--- src/rtl/sram_arbiter_pkg.sv ---
// Shared definitions for the two-port sram arbiter: FSM encoding, port ids,
// and the legal strobe-length range.
package sram_arbiter_pkg;

  typedef enum logic [1:0] {
    IDLE   = 2'd0,
    SETUP  = 2'd1,
    ACCESS = 2'd2,
    DONE   = 2'd3
  } state_t;

  localparam logic PORT0 = 1'b0;
  localparam logic PORT1 = 1'b1;

  localparam int WAIT_MIN = 1;
  localparam int WAIT_MAX = 15;

endpackage

--- src/rtl/rr_arb2.sv ---
// Two-way round-robin arbiter. The registered pointer remembers the last
// port served; on a tie the other port wins.
module rr_arb2 import sram_arbiter_pkg::*; (
  input  logic       clk,
  input  logic       rst_n,
  input  logic [1:0] req,
  input  logic       load,
  output logic [1:0] gnt,
  output logic       last
);

  always_comb begin
    gnt = 2'b00;
    case (req)
      2'b01:   gnt = 2'b01;
      2'b10:   gnt = 2'b10;
      2'b11:   gnt = (last == PORT0) ? 2'b10 : 2'b01;
      default: gnt = 2'b00;
    endcase
  end

  // Reset to PORT1 so port 0 wins the first tie.
  always_ff @(posedge clk or negedge rst_n) begin
    if (!rst_n)
      last <= PORT1;
    else if (load && (|gnt))
      last <= gnt[1];
  end

endmodule

--- src/rtl/sram_arbiter.sv ---
// Shares one sram between two requesters: round-robin grant, then a
// setup -> strobe -> done sequence with a one-cycle ack to the owner.
module sram_arbiter import sram_arbiter_pkg::*; #(
  parameter int DW       = 8,
  parameter int AW       = 8,
  parameter int WAIT_CYC = 1
) (
  input  logic          clk,
  input  logic          rst_n,
  input  logic          req0,
  input  logic          we0,
  input  logic [AW-1:0] addr0,
  input  logic [DW-1:0] wdata0,
  output logic          ack0,
  output logic [DW-1:0] rdata0,
  input  logic          req1,
  input  logic          we1,
  input  logic [AW-1:0] addr1,
  input  logic [DW-1:0] wdata1,
  output logic          ack1,
  output logic [DW-1:0] rdata1,
  output logic          busy,
  output logic          sram_cs,
  output logic          sram_wr,
  output logic          sram_rd,
  output logic [AW-1:0] sram_addr,
  output logic [DW-1:0] sram_din,
  input  logic [DW-1:0] sram_dout
);

  if (WAIT_CYC < WAIT_MIN || WAIT_CYC > WAIT_MAX) begin : g_bad_wait
    $error("sram_arbiter: WAIT_CYC out of range");
  end

  localparam logic [3:0] CNT_INIT = 4'(WAIT_CYC - 1);

  typedef struct packed {
    logic          we;
    logic [AW-1:0] addr;
    logic [DW-1:0] wdata;
  } xact_t;

  state_t     state, state_nx;
  logic [3:0] cnt;
  logic       cur_we;
  logic       owner;
  logic [1:0] gnt;
  logic       grant;
  xact_t      sel;

  assign grant = (state == IDLE) && (req0 || req1);

  // The arbiter's last-served pointer doubles as the owner of the
  // transaction in flight: it only moves on a grant.
  rr_arb2 u_arb (
    .clk  (clk),
    .rst_n(rst_n),
    .req  ({req1, req0}),
    .load (grant),
    .gnt  (gnt),
    .last (owner)
  );

  assign sel = gnt[1] ? {we1, addr1, wdata1} : {we0, addr0, wdata0};

  always_comb begin
    state_nx = state;
    case (state)
      IDLE:    if (req0 || req1) state_nx = SETUP;
      SETUP:   state_nx = ACCESS;
      ACCESS:  if (cnt == '0) state_nx = DONE;
      DONE:    state_nx = IDLE;
      default: state_nx = IDLE;
    endcase
  end

  // Every output is a flop loaded from the next state, so nothing on the
  // sram side is combinationally reachable from the request inputs.
  always_ff @(posedge clk or negedge rst_n) begin
    if (!rst_n) begin
      state     <= IDLE;
      cnt       <= '0;
      cur_we    <= 1'b0;
      busy      <= 1'b0;
      ack0      <= 1'b0;
      ack1      <= 1'b0;
      rdata0    <= '0;
      rdata1    <= '0;
      sram_cs   <= 1'b0;
      sram_wr   <= 1'b0;
      sram_rd   <= 1'b0;
      sram_addr <= '0;
      sram_din  <= '0;
    end else begin
      state   <= state_nx;
      busy    <= (state_nx != IDLE);
      sram_cs <= (state_nx == SETUP) || (state_nx == ACCESS);
      sram_wr <= (state_nx == ACCESS) && cur_we;
      sram_rd <= (state_nx == ACCESS) && !cur_we;
      ack0    <= (state_nx == DONE) && (owner == PORT0);
      ack1    <= (state_nx == DONE) && (owner == PORT1);

      if (grant) begin
        cur_we    <= sel.we;
        sram_addr <= sel.addr;
        sram_din  <= sel.we ? sel.wdata : '0;
      end

      if (state == SETUP)
        cnt <= CNT_INIT;
      else if (state == ACCESS && cnt != '0)
        cnt <= cnt - 4'd1;

      if (state == ACCESS && cnt == '0 && !cur_we) begin
        if (owner == PORT1) rdata1 <= sram_dout;
        else                rdata0 <= sram_dout;
      end
    end
  end

endmodule
--- config.mk ---
export PLATFORM = sky130hd
export DESIGN_NAME = sram_arbiter
export DESIGN_NICKNAME = d
export VERILOG_FILES = /design/src/rtl/sram_arbiter_pkg.sv /design/src/rtl/rr_arb2.sv /design/src/rtl/sram_arbiter.sv
export SDC_FILE = /design/constraint.sdc
export NUM_CORES = 1
export LEC_CHECK = 0
export ABC_AREA = 1
export CAP_MARGIN = 10
export CORE_MARGIN = 5
export CORE_UTILIZATION = 45
export DETAILED_ROUTE_END_ITERATION = 6
export PLACE_DENSITY = 0.81
export SYNTH_ARGS = -nofsm -noshare
export SYNTH_HDL_FRONTEND = slang
export SYNTH_SLANG_ARGS = --single-unit
--- constraint.sdc ---
create_clock -name clk -period 2.8 [get_ports clk]
set_clock_uncertainty 0.1 [all_clocks]
set_input_delay 0.28 -clock clk [delete_from_list [all_inputs] [get_ports clk]]
set_output_delay 0.28 -clock clk [all_outputs]
set_load 0.005 [all_outputs]
### Word-level counts from Yosys, hierarchy flattened

Index checks and enable logic that the tools add are counted.

* register bits: 46
* output and inout bits: 38
* word-level logic and storage cells: 54
* input bits: 46

* equal/unequal tests: 9
* reduce and logical (&&, ||, !) cells: 20
* multiplexer cells: 9
* $add $sub $neg: 1
* bitwise operators: 1

Operator list (count)
* 17-bit 2-to-1 mux: 1
* 2-bit equality test (second input constant): 6
* 1-bit logical AND: 9
* 4-bit 2-to-1 mux: 2
* 8-bit 2-to-1 mux: 1
* 2-bit one-hot mux with 4 select lines: 1
* 2-bit by 1-bit equality test with 1-bit output (second input constant): 3
* 2-bit 2-to-1 mux: 3
* 2-bit one-hot mux with 3 select lines: 1
* 4-bit zero test: 1
* 2-bit AND reduction: 2
* 2-bit nonzero test: 2
* 4-bit nonzero test: 1
* 4-bit by 1-bit subtractor with 4-bit output (second input constant): 1
* 2-bit zero test: 1
* 1-bit logical OR: 2
* 2-bit OR reduction: 1
* 1-bit zero test: 1
* 1-bit inverter: 1

### Depth between registers and ports, before layout

Gate-level depths: netlist of run 1.

* depth in word-level cells: 5
* depth in mapped cells: 9
* depth with buffers taken out: 9

### Hierarchy

From an unflattened synthesis of run 1, not the netlist that was laid out.

* cell total of the unflattened synthesis: 229
* area, all modules: 2165.8 µm²

Modules (own cells, without submodules)
* sram_arbiter: instances 1, sequential area each 1126.1 µm², cells each 221, area each 2104.5 µm²
* rr_arb2: instances 1, sequential area each 26.3 µm², cells each 8, area each 61.3 µm²

### Worst setup path after synthesis of run 1

OpenSTA, ideal clock, no wires.

* kind: reg-to-reg
* start point: register state[0]
* end point: register rdata1[0]
* setup time: 118 ps
* stages on the path, launching flop included: 9
* path slack: 1282 ps
* arrival: 1299 ps
* cells stage by stage: dfrtp_1 -> inv_1 -> ha_1 -> inv_1 -> nor2_1 -> nand3_2 -> buf_6 -> nand2_1 -> o21ai_2

* cells in the longest elaborated chain, start to end: 4

Ends and longest elaborated chain
* start, declared: RTL line sram_arbiter.sv:43 `state_t state, state_nx;`
* start signal, assigned: RTL line sram_arbiter.sv:95 `state <= state_nx;`
* 2-bit equality test: RTL line sram_arbiter.sv:114 `if (state == ACCESS && cnt == '0 && !cur_we) begin`
* 1-bit logical AND (2 in series): RTL line sram_arbiter.sv:114
* 2-bit AND reduction (no line)
* end signal, assigned: RTL line sram_arbiter.sv:115 `if (owner == PORT1) rdata1 <= sram_dout;`
* end, declared: RTL line sram_arbiter.sv:21 `output logic [DW-1:0] rdata1,`

Every way passes these cells.
A chain may end at the register's enable or synchronous reset.

### Worst setup path after layout of run 1

* start point: register state[0]
* end point: register sram_addr[7]

* cells in the longest elaborated chain, start to end: 2

Ends and longest elaborated chain
* 2-bit zero test: RTL line sram_arbiter.sv:51 `assign grant = (state == IDLE) && (req0 || req1);`
* 1-bit logical AND: RTL line sram_arbiter.sv:51
* end signal, assigned: RTL line sram_arbiter.sv:105 `sram_addr <= sel.addr;`
* end, declared: RTL line sram_arbiter.sv:26 `output logic [AW-1:0] sram_addr,`

Every way passes these cells.

==> results of run 1 <==
-- cells by family (layout without fill, tap and decap cells) --
kind of cell / after synthesis / count (layout) / share of synthesized area (%)
AND/OR/NAND/NOR: 128 / 128 / 26.4
buffers and inverters: 33 / 117 / 8.09
XOR/XNOR: 1 / 1 / 0.388
adder cells (fa/ha/maj): 7 / 7 / 3.88
flip-flops: 46 / 46 / 51.0
AO/OA/AOI/OAI: 30 / 30 / 10.2
-- cell usage after synthesis, types with 2 or more instances --
library cell	instances	share of area [%]
nand2_1	67	11
dfrtp_1	45	50
nand3_1	36	8.0
inv_1	22	3.7
o21ai_2	13	5.0
nand2_2	9	2.5
o21a_1	8	2.7
ha_1	7	3.9
nor2_1	7	1.2
buf_6	5	2.5
nand3_2	4	1.8
o21ai_1	4	0.89
o21ai_0	3	0.66
buf_2	2	0.44
inv_2	2	0.33
nand2_4	2	1.0
-- registers in the layout, summed over array words and instances, names as in the netlist, 2 cells and up --
register	cells
sram_addr	8
rdata0	8
cnt	4
rdata1	8
sram_din	8
state	2
-- metrics by stage --
stage / cell area, sq um / hold WS (ns) / cells / setup slack [ns]
floorplan: 2260 / -0.116 / 245 / 1.28
global placement: 3100 / 0.354 / 389 / 0.824
detailed placement: 3100 / 0.352 / 389 / 0.769
CTS: 3210 / 0.0789 / 396 / 0.948
global route: 3210 / 0.134 / 396 / 0.783
finish: 3210 / 0.0351 / 396 / 0.951
-- path summary, 6_finish.rpt --
| check | startpoint | endpoint | slack, ns |
|---|---|---|---|
| setup reg to reg | state[0] | sram_addr[7] | 0.95 |
| hold reg to reg | cur_we | sram_rd | 0.37 |
| setup / recovery | state[0] | sram_addr[7] | 0.95 |
| max in group asynchronous | rst_n | rdata0[0] | 1.97 |
| hold / removal | rst_n | sram_din[1] | 0.04 |
| min in group clk | cur_we | sram_rd | 0.37 |
-- per-layer routing --
metal  up-vias  GRT usage [%]  wire [um]
met5         -              0          0
li1        956              -          -
met2        51           26.8       2350
met3         6           6.32        392
met1       856           21.0       2280
met4         0           5.24         65
-- area by class of cell --
class | count | area, sq um
Fill cell | 384 | 1580
Sequential cell | 46 | 1150
Multi-Input combinational cell | 166 | 923
Timing Repair Buffer | 85 | 841
Inverter | 25 | 96.3
Tap cell | 67 | 83.8
Clock buffer | 6 | 82.6
Clock inverter | 1 | 30.0
-- power by group through the flow --
stage	Combinational (uW)	Sequential [uW]	Clock, uW
finish	1510	1150	500
global route	1690	1200	534
CTS	1530	1150	507
detailed placement	1530	1160	0
global placement	1480	1160	0
floorplan	804	1160	0
-- critical path: cells and delay by family, from the launching register on --
family | cells | cell delay (ns)
flops | 1 | 0.39
simple gates | 1 | 0.08
fa+ha+maj | 1 | 0.18
buf+inv | 3 | 0.48
compound gates | 2 | 0.53
==> reports/results.ini, run 1 <==
[status]
status = finished, final reports clean

[detailed_routing]
wl_per_cell_um = 12.8
routed_wl_um = 5080
routed_via_density = 4.72
drt-initial-drc-count = 56
first_pass_iters = 5
num_vias = 1869
drc = 0
ant_nets = 0

[synthesis]
yosys_warnings = 0
syn_avg_cell_area_sq_um = 9.22
synth_edf_count = 0
synth_nets = 298
async_reset_ff_share_pct = 100
yosysUniqueCellTypes = 25
syn-cell-area_sq_um = 2260
synthFlopType = dfrtp_1
syn-instance-count = 245
seq_area_frac_synth_pct = 51.0
ys_ff_latch = 46

[power]
power_uw = 3160
power_switching_uw = 1100
p_leak_uw = 0.00153
pwr-share-seq_pct = 36.4
power.share.combinational_pct = 47.8
switching_share_pct = 34.7
p_clk_share_pct = 15.8
p_per_area_nw_per_um2 = 984
internal-power_uw = 2060
ir_drop_mv = 0.550

[min_path]
hold_path_class = primary input to async pin

[setup_path]
critPathMaxStageDelay_ns = 0.42
startpoint_type = flop
endpoint_kind = flop
critical_path_required_ns = 2.89
path_common_cell = inv_1
critPathMaxFanout = 20
arrival_ns = 1.94
crit_path_top_delay_cell = a21oi_4
path_cells = inv_1 -> ha_1 -> inv_1 -> a21oi_4 -> buf_4 -> nand3_1 -> o21a_1
reg2reg_depth = 7
worst-setup-path-type = flop to flop

[cells_and_area]
antenna_cells = 0
final_cell_mix = clkdlybuf4s50_1, nand2_1, dfrtp_1, nand3_1, inv_1
drive_gt1_share_pct = 13.4
nets = 382
syn2layout_area_growth_pct = 42.1
final_common_cell = clkdlybuf4s50_1
fin_util_pct = 67.1

[cts]
h-tree-depth = 2
tritoncts = built
numCtsBuffers = 5
clockRootBuffer = clkbuf_8
clkLatencyLatePin_ns = 0.29
postCtsHoldBufs = 0
clkSinkCount = 46
post_cts_buffers = 0
cts_max_path_buffers = 2
cts_resized = 0
path_clk_slew_ns = 0.08

[placement]
gp_congestion = 0.768
dp_hpwl_um = 3720
port_buffers = 83

[timing]
fin_tns_setup_ns = 0
worstMarginPinSlew_ns = 0.975
finalMaxSlewViolations = 0
min_period_ns = 1.85
timing.final.crit_share_pct = 66.1
final_hold_viol_count = 0
setup_viol = 0
max_clock_freq_mhz = 541
slew_headroom_pct = 35.0
rsz0062_at_grt = false

[global_route]
grt_max_degree = 47
antenna_found_initial = 0
grt_pass1_wl_um = 8490
overflow = 0
grtUsageTotal_pct = 16.7
grt_pass1_vias = 1927

[floorplan]
io-pin-count = 84
coreArea_sq_um = 4790
die_w_um = 80.8
initial_core_util_pct = 47.2
die_area_sq_um = 6540
die_y_um = 80.8
row_count = 25

[job]
cap_violations = 0

(Power assumes the default switching activity.)
==> inputs of run 2 (changes only) <==
--- a/config.mk
+++ b/config.mk
@@ -8,9 +8,9 @@
 export ABC_AREA = 1
 export CAP_MARGIN = 10
 export CORE_MARGIN = 5
-export CORE_UTILIZATION = 45
+export CORE_UTILIZATION = 44
 export DETAILED_ROUTE_END_ITERATION = 6
-export PLACE_DENSITY = 0.81
+export PLACE_DENSITY = 0.8
 export SYNTH_ARGS = -nofsm -noshare
 export SYNTH_HDL_FRONTEND = slang
 export SYNTH_SLANG_ARGS = --single-unit
==> constraint.sdc (replaced) <==
create_clock -name clk -period 1.9 [get_ports clk]
set_clock_uncertainty 0.1 [all_clocks]
set_input_delay 0.19 -clock clk [delete_from_list [all_inputs] [get_ports clk]]
set_output_delay 0.19 -clock clk [all_outputs]
set_load 0.005 [all_outputs]
==> run 2 against run 1 <==
Compared with the run above:
- die area grew 2.0%
- sequential cell count stayed put
- hold slack improved by 0.18 ns
- via count is 3.7% higher
- clock power grew 13%
- total power is 44% higher
- clock-buffer cell count rose by 2
- final area up 1.4%
- first-iteration DRC count increased by 39%
- setup slack worse by 0.69 ns
- non-clock buffer count up 8
- routed wire length rose by 0.67%
- largest power group unchanged
==> reports/results.ini, run 2 (synthesized netlist as in run 1, its figures left out) <==
[status]
status = finished, final reports clean  ; unchanged

[timing]
setup_viol = 0  ; unchanged
rsz0062_at_grt = false  ; unchanged
min_period_ns = 1.64  ; was 1.85 ns
final_hold_viol_count = 0  ; unchanged
timing.final.crit_share_pct = 86.5  ; was 66.1%
setup_ws_ns = 0.256  ; was 0.951 ns
slew_headroom_pct = 78.7  ; was 35.0%
fin_tns_setup_ns = 0  ; unchanged
worstMarginPinSlew_ns = 0.319  ; was 0.975 ns
finalMaxSlewViolations = 0  ; unchanged
max_clock_freq_mhz = 608  ; was 541 MHz

[floorplan]
initial_core_util_pct = 44.8  ; was 47.2%
die_y_um = 81.6  ; was 80.8 um
row_count = 26  ; was 25
die_area_sq_um = 6670  ; was 6540 sq um
die_w_um = 81.6  ; was 80.8 um
coreArea_sq_um = 5040  ; was 4790 sq um
io-pin-count = 84  ; unchanged

[setup_path]
startpoint_type = flop  ; unchanged
worst-setup-path-type = flop to flop  ; unchanged
endpoint_kind = flop  ; unchanged
critPathMaxFanout = 16  ; was 20
r2r-start = state[0]  ; unchanged
critical_path_required_ns = 1.98  ; was 2.89 ns
arrival_ns = 1.73  ; was 1.94 ns
crit_start = state[0]  ; unchanged

[global_route]
grt_max_degree = 20  ; was 47
grtUsageTotal_pct = 17.3  ; was 16.7%
grt_pass1_vias = 2009  ; was 1,927
antenna_found_initial = 0  ; unchanged
grt_pass1_wl_um = 8950  ; was 8490 um
overflow = 0  ; unchanged

[power]
p_leak_uw = 0.00155  ; was 0.00153 uW
ir_drop_mv = 0.823  ; was 0.550 mV
p_per_area_nw_per_um2 = 1400  ; was 984 nW/um^2
power_uw = 4550  ; was 3160 uW

[cts]
tritoncts = built  ; unchanged
clkLatencyLatePin_ns = 0.29  ; about the same
path_clk_slew_ns = 0.08  ; about the same
h-tree-depth = 2  ; unchanged
clockRootBuffer = clkbuf_8  ; unchanged
numCtsBuffers = 5  ; unchanged
cts_max_path_buffers = 2  ; unchanged
clkSinkCount = 46  ; unchanged

[cells_and_area]
drive_gt1_share_pct = 14.5  ; was 13.4%
antenna_cells = 0  ; unchanged
regArea_sq_um = 1150  ; unchanged
final_cell_mix = clkdlybuf4s50_1, nand2_1, dfrtp_1, nand3_1, inv_1  ; unchanged
fin_util_pct = 64.6  ; was 67.1%
n_fill_cell = 432  ; was 384
multi_input_area_sq_um = 923  ; unchanged
final_common_cell = clkdlybuf4s50_1  ; unchanged
syn2layout_area_growth_pct = 44.2  ; was 42.1%
nets = 390  ; was 382

[detailed_routing]
wl_per_cell_um = 12.5  ; was 12.8 um
ant_nets = 0  ; unchanged
drt-initial-drc-count = 78  ; was 56
routed_wl_um = 5120  ; was 5080 um
first_pass_iters = 4  ; was 5
drc = 0  ; unchanged
num_vias = 1939  ; was 1,869
routed_via_density = 4.75  ; was 4.72

[min_path]
hold_path_class = primary input to async pin  ; unchanged

[placement]
dp_hpwl_um = 3920  ; was 3720 um
gp_congestion = 0.825  ; was 0.768
pre_cts_ws_ns = 0.223  ; was 0.769 ns
port_buffers = 83  ; unchanged

[job]
cap_violations = 0  ; unchanged

[run 2: cell types whose count changed in the layout (fill, tap and decap cells not counted), sizes merged]
cell,previous run,this run
buf,3,10
dlygate4sd3,0,1
clkbuf,6,8
bufinv,1,0
[run 2: final timing paths]
| kind | to | slack, ns | cells past startpoint |
|---|---|---|---|
| worst max-delay path | rdata1[5] | 0.26 | 8 |
| worst min-delay path | sram_din[4] | 0.22 | 2 |
| worst max register to register | rdata1[5] | 0.26 | 8 |
| worst min register to register | sram_rd | 0.38 | 1 |
| max in group asynchronous | u_arb.last | 0.90 | 3 |
| min in group clk | rdata1[2] | 0.36 | 3 |
[run 2: critical path, cell delays in order (launching register included)]
cell and delay [ns]:
dfrtp_1 0.39, inv_1 0.14, ha_1 0.19, inv_1 0.07, nor2_1 0.20, nand3_2 0.09, buf_4 0.21, nand2_1 0.09
o21ai_2 0.05
[run 2: cell type report]
type	count	area share, %
clock buffer	8	2.46
inverter	25	2.96
multi-input combinational	166	28.4
sequential	46	35.4
tap	70	2.69
timing repair buffer	93	28.1
[run 2: where the power goes]
part	leakage, uW	switching (uW)	internal [uW]
Clock	0.0000395	305	262
Combinational	0.000951	1040	1240
Sequential	0.000559	267	1440
Total	0.00155	1620	2940
[run 2: per-stage QoR]
step / area (sq um) / hold slack, ns / std cells
floorplan: 2260 / -0.206 / 245
global route: 3260 / 0.242 / 408
finish: 3260 / 0.217 / 408
global placement: 3170 / -0.00864 / 399
CTS: 3260 / 0.206 / 408
detailed placement: 3170 / -0.000142 / 399
[run 2: what timing repair did]
action,4_1_cts,5_1_grt
gates resized for setup,0,0
hold buffers,1,0
endpoints found under the hold margin,12,0
buffers inserted,0,0
[run 2: routing by layer]
metal	track usage, %	wire, um
met2	27.9	2400
met4	4.65	63
met1	22.5	2220
met5	0	0
met3	5.59	428
==> inputs of run 3 (changes only) <==
--- a/config.mk
+++ b/config.mk
@@ -10,6 +10,7 @@
 export CORE_MARGIN = 5
 export CORE_UTILIZATION = 44
 export DETAILED_ROUTE_END_ITERATION = 6
+export GPL_TIMING_DRIVEN = 1
 export PLACE_DENSITY = 0.8
 export SYNTH_ARGS = -nofsm -noshare
 export SYNTH_HDL_FRONTEND = slang
==> results of run 3 <==
The final DEF is identical to that of run 2; final timing and power are the same.
